$ cat src/rtl/jtdd2_subctl.sv
// Bus-ownership sequencer between the DD2 main CPU and the sub Z80: halts the sub via
// BUSRQ/BUSAK around shared-RAM accesses, and handles the main<->sub NMI/IRQ signalling.
module jtdd2_subctl #(
  parameter int TOUT = 4096,
  parameter bit AUTO = 1'b1
) (
  input  logic       clk,
  input  logic       rstn,
  input  logic       cen,
  input  logic       ctl_we,
  input  logic [7:0] ctl_din,
  output logic [7:0] status,
  input  logic       com_cs,
  output logic       main_wait,
  output logic       com_grant,
  output logic       mcu_halt,
  input  logic       mcu_ban,
  output logic       mcu_nmi_set,
  input  logic       mcu_irqmain,
  output logic       main_irq,
  input  logic       main_irq_ack
);

  localparam int              CW       = $clog2(TOUT + 1);
  localparam logic [CW-1:0]   TOUT_CNT = CW'(TOUT);

  typedef enum logic [1:0] {
    IDLE    = 2'd0,
    REQ     = 2'd1,
    GRANT   = 2'd2,
    RELEASE = 2'd3
  } state_t;

  state_t          state, state_nxt;
  logic [CW-1:0]   cnt, cnt_nxt, cnt_inc;
  logic            halt_reg;
  logic            tout_flag, tout_set, tout_clr;
  logic            req;
  logic            irq_prev, irq_rise;
  logic            unused_ctl;

  // Control bits 1 and 7:4 have no function in this block.
  assign unused_ctl = ^{ctl_din[7:4], ctl_din[1]};

  // Once a timeout has been flagged, only an explicit halt request can start the FSM.
  assign req       = halt_reg | (AUTO & com_cs & ~tout_flag);
  assign tout_clr  = ctl_we & ctl_din[3];
  assign irq_rise  = mcu_irqmain & ~irq_prev;

  assign main_wait = com_cs & ~com_grant & ~tout_flag;
  assign status    = {5'b0, tout_flag, main_irq, com_grant};

  // Saturating tick count; it stops at TOUT instead of wrapping.
  assign cnt_inc = (cen && cnt != TOUT_CNT) ? cnt + CW'(1) : cnt;

  // NOTE: every signal assigned in always_comb gets a default first, so no path leaves it
  // unassigned and no latch is inferred.
  always_comb begin
    state_nxt = state;
    cnt_nxt   = '0;
    tout_set  = 1'b0;
    case (state)
      IDLE: begin
        if (req) state_nxt = REQ;
      end
      REQ: begin
        cnt_nxt = cnt_inc;
        if (!mcu_ban) begin
          state_nxt = GRANT;
          cnt_nxt   = '0;
        end else if (cnt_inc == TOUT_CNT) begin
          tout_set  = 1'b1;
          state_nxt = RELEASE;
          cnt_nxt   = '0;
        end else if (!req) begin
          state_nxt = RELEASE;
          cnt_nxt   = '0;
        end
      end
      GRANT: begin
        // A BUSAK that goes away while we own the bus means ownership was lost: re-request.
        if (!req)        state_nxt = RELEASE;
        else if (mcu_ban) state_nxt = REQ;
      end
      RELEASE: begin
        if (mcu_ban) state_nxt = IDLE;
      end
      default: state_nxt = IDLE;
    endcase
  end

  // NOTE: sequential state uses non-blocking assignments only, so every register samples
  // the pre-edge values regardless of statement order.
  always_ff @(posedge clk or negedge rstn) begin
    if (!rstn) begin
      state     <= IDLE;
      cnt       <= '0;
      mcu_halt  <= 1'b1;
      com_grant <= 1'b0;
    end else begin
      state     <= state_nxt;
      cnt       <= cnt_nxt;
      // Outputs decoded from the next state so they change on the same edge as the state.
      mcu_halt  <= ~(state_nxt == REQ || state_nxt == GRANT);
      com_grant <= (state_nxt == GRANT);
    end
  end

  always_ff @(posedge clk or negedge rstn) begin
    if (!rstn) begin
      halt_reg    <= 1'b0;
      tout_flag   <= 1'b0;
      mcu_nmi_set <= 1'b0;
    end else begin
      if (ctl_we) halt_reg <= ctl_din[0];
      tout_flag   <= tout_set | (tout_flag & ~tout_clr);
      mcu_nmi_set <= ctl_we & ctl_din[2];
    end
  end

  // Sub-to-main interrupt: edge-detected set has priority over the acknowledge.
  always_ff @(posedge clk or negedge rstn) begin
    if (!rstn) begin
      irq_prev <= 1'b0;
      main_irq <= 1'b0;
    end else begin
      irq_prev <= mcu_irqmain;
      main_irq <= irq_rise | (main_irq & ~main_irq_ack);
    end
  end

endmodule

$ cat config.mk
export PLATFORM = sky130hd
export DESIGN_NAME = jtdd2_subctl
export DESIGN_NICKNAME = d
export VERILOG_FILES = /design/src/rtl/jtdd2_subctl.sv
export SDC_FILE = /design/constraint.sdc
export NUM_CORES = 1
export LEC_CHECK = 0
export ABC_AREA = 1
export ABC_CLOCK_PERIOD_IN_PS = 2300
export BUFFER_PORTS_ARGS = -buffer_cell sky130_fd_sc_hd__buf_2
export CORE_MARGIN = 8
export CORE_UTILIZATION = 55
export DETAILED_ROUTE_END_ITERATION = 10
export GPL_ROUTABILITY_DRIVEN = 0
export PLACE_DENSITY = 0.79
export SLEW_MARGIN = 20
export SYNTH_ARGS = -nofsm -noshare
export SYNTH_HDL_FRONTEND = slang
export SYNTH_SLANG_ARGS = --single-unit
$ cat constraint.sdc
create_clock -name clk -period 2.3 [get_ports clk]
set_clock_uncertainty 0.1 [all_clocks]
set_input_delay 0.115 -clock clk [delete_from_list [all_inputs] [get_ports clk]]
set_output_delay 0.115 -clock clk [all_outputs]
set_load 0.02 [all_outputs]
==> impl_metrics.env <==
export IMPL_status="finished, final reports clean"
export IMPL_ys_ff_latch=22
export IMPL_crit_slowest_cell="dfrtp_1"
export IMPL_top_regs="cnt: 13 flops, state: 2 flops"
export IMPL_synth_cell_type_count=25
export IMPL_insertion_delay_ps=310
export IMPL_combinationalPowerShare_pct=34.7
export IMPL_fmax_mhz=457
export IMPL_path_class="flip-flop to flip-flop"
export IMPL_clockBufferDepth=2
export IMPL_top_level_ports=29
export IMPL_crit_fanout=7
export IMPL_n_antenna_cell=0
export IMPL_max_cap_violations=0
export IMPL_hp_class="primary input to flip-flop"
export IMPL_synth_area_per_cell_sq_um=7.24
export IMPL_reg2reg_slack_ps=110
export IMPL_antenna_found_initial=0
export IMPL_largest_reg_flops=13
export IMPL_root_buffer="clkbuf_4"
export IMPL_first_pass_iters=4
export IMPL_die_h_um=69.1
export IMPL_cts_reportedPaths_clkPinSlew_ps=120
export IMPL_die_area_sq_um=4770
export IMPL_fin_setup_tns_ps=0
export IMPL_slew_violations=0
export IMPL_r2r_start="cnt[0]$_DFF_PN0_"
export IMPL_seq_area_sq_um=552
export IMPL_area_delta_synth_final_pct=22.5
export IMPL_grt_ovfl_total=0
export IMPL_endpoint_kind="flip-flop"
export IMPL_reg2regPathDepth=16
export IMPL_crit_buf_inv=1
export IMPL_clock_sinks=22
export IMPL_core_sq_um=2710
export IMPL_synth_area_sq_um=1550
export IMPL_wl_um=3270
export IMPL_io_buffers=18
export IMPL_reg2reg_to="mcu_halt$_DFF_PN1_"
export IMPL_yosysSeqAreaShare_pct=35.6
export IMPL_seqPwrFrac_pct=47.0
export IMPL_avgViaCountPerCell=4.91
export IMPL_cts_tree="built"
export IMPL_clockPowerShare_pct=18.3
export IMPL_htreeDepth=1
export IMPL_placedCellCount=260
export IMPL_cpPeakStageDelay_ps=440
export IMPL_arrival_ps=2350
export IMPL_rows=19
export IMPL_ant_nets=0
export IMPL_critical_path_top_delay_family="simple AND/OR/NAND/NOR gates"
export IMPL_crit_chain="inv_1 -> ha_2 -> nand2_2 -> nor2_4 -> nand2_4 -> nand2_8 -> nand2_1 -> nand2_2 -> nor2_1 -> nand2_1 -> nor2_2 -> nand2_2 -> nand2_1 -> nand2_1 -> nand2_2 -> ha_4"
export IMPL_cp_endpoint="mcu_halt$_DFF_PN1_"
export IMPL_grt_pass1_wl_um=5570
export IMPL_powerDensity_nw_per_um2=530
export IMPL_holdWs_ps=34.9
export IMPL_largest_register="cnt"
export IMPL_finalNetCount=269
export IMPL_vdd_drop_max_uv=727
export IMPL_fill_cells=216
export IMPL_track_usage_pct=13.3
export IMPL_route_detailed_drc=0
export IMPL_initial_core_util_pct=57.2
export IMPL_hold_viol=0
export IMPL_drive_above_1_share_pct=27.3
export IMPL_grt_pass1_vias=1359
export IMPL_cts_buffers=3
export IMPL_internal_power_mw=0.642
export IMPL_timing_final_crit_share_pct=95.2
export IMPL_vias=1375
export IMPL_synthesis_instances=214
export IMPL_multiInputGateArea_sq_um=896
export IMPL_yosys_warnings=0
export IMPL_finalNonFillerCells=280
export IMPL_place_hpwl_um=2290
export IMPL_startpoint="cnt[0]$_DFF_PN0_"
export IMPL_startpoint_type="flip-flop"
export IMPL_path_depth=16
export IMPL_p_leak_nw=0.900
export IMPL_die_width_um=69.1
export IMPL_wl_per_cell_um=11.7
export IMPL_netSwitchingPower_mw=0.364
export IMPL_grt_max_degree=23
export IMPL_first_iter_violations=79
export IMPL_period_minus_slack_ps=2190
export IMPL_power_switching_share_pct=36.2
export IMPL_finalSetupViolCount=0
export IMPL_crit_required_ps=2460
==> power groups by stage <==
| stage | clock network (mW) | registers (mW) | logic (mW) |
|---|---|---|---|
| 6_report | 0.184 | 0.473 | 0.349 |
| 5_1_grt | 0.205 | 0.477 | 0.388 |
| 4_1_cts | 0.193 | 0.473 | 0.288 |
| 3_5_place_dp | 0 | 0.478 | 0.276 |
| 3_3_place_gp | 0 | 0.477 | 0.268 |
| 2_1_floorplan | 0 | 0.498 | 0.194 |
==> worst min-delay path by stage <==
stage / from / end / slack, ps / depth (start not counted)
after detailed placement: rstn / cnt[1]$_DFF_PN0_ / 10 / 1
final: ctl_we / tout_flag$_DFF_PN0_ / 30 / 4
after global placement: rstn / irq_prev$_DFF_PN0_ / 6 / 1
after floorplan: rstn / cnt[0]$_DFF_PN0_ / -280 / 0
after CTS: ctl_we / tout_flag$_DFF_PN0_ / 30 / 4
after global routing: ctl_we / tout_flag$_DFF_PN0_ / 60 / 4
==> cells by family (layout without fill, tap and decap cells) <==
family | count (synthesis) | count (layout) | share of synthesized area [%]
XOR/XNOR | 6 | 6 | 3.39
buffers and inverters | 42 | 72 | 13.8
other | 1 | 5 | 0.242
AO/OA/AOI/OAI | 7 | 7 | 2.58
adder cells (fa/ha/maj) | 3 | 3 | 2.42
flip-flops | 22 | 22 | 35.6
AND/OR/NAND/NOR | 133 | 134 | 42.0
==> per-layer routing <==
metal,part of all wire (%),track usage (%)
met3,4.4,3.58
met5,0,0
met2,50,21.8
met1,45,16.1
met4,1.3,4.78
==> synth_stat cells <==
library cell,n,area share (%)
buf_6,2,1.5
o22ai_1,1,0.40
conb_1,1,0.24
o311ai_0,1,0.57
nand2_4,2,1.5
dfstp_2,1,1.7
ha_1,3,2.4
nand3b_1,1,0.48
nor2_1,30,7.3
xnor2_1,3,1.7
xor2_1,3,1.7
o21ai_0,4,1.3
nand3_1,11,3.6
dfrtp_1,21,34
nand4_1,3,1.2
nand3_4,1,1.1
nand2_2,2,0.81
inv_1,31,7.5
a21oi_1,1,0.32
buf_8,1,0.97
nor2_4,11,8.0
nor3_1,4,1.3
buf_4,8,3.9
nand2_1,66,16
nor2_2,2,0.81
==> layout by cell type, fill, tap and decap left out, drive strengths merged <==
cell type	n
o21ai	4
xor2	3
dfrtp	21
dlygate4sd3	10
o311ai	1
nand3	12
a21oi	1
buf	27
nor2	43
xnor2	3
nand2	71
nor3	4
conb	5
clkbuf	4
dfstp	1
inv	31
o22ai	1
nand4	3
nand3b	1
ha	3
==> stage by stage <==
| stage | setup WS (ps) | utilization, % | power, mW | instance area (sq um) |
|---|---|---|---|---|
| floorplan | 212 | - | 0.693 | 1570 |
| global placement | -32.8 | 60.0 | 0.744 | 1630 |
| detailed placement | -60.6 | 60.0 | 0.754 | 1630 |
| CTS | 55.2 | 64.8 | 0.954 | 1760 |
| global route | -55.2 | 70.1 | 1.07 | 1900 |
| finish | 110 | 70.1 | 1.01 | 1900 |
==> worst min-delay path, cell delays in order <==
cell	delay, ps
buf_2	110
nand2_1	50
nand2_1	50
o21ai_0	80
==> repair_timing <==
item	CTS	global route
cloned	0	1
buffers inserted	0	5
hold buffers	10	0
pin swaps	0	15
endpoints found under the setup margin	15	15
resized for setup	1	21
endpoints found under the hold margin	26	0
==> cell type report <==
| class | instances | area share, % |
|---|---|---|
| multi-input combinational | 155 | 47.2 |
| timing repair buffer | 37 | 14.2 |
| clock buffer | 4 | 1.38 |
| inverter | 31 | 6.13 |
| tap | 31 | 2.04 |
| sequential | 22 | 29.1 |
Note: power is estimated with default switching activity, not from simulation.
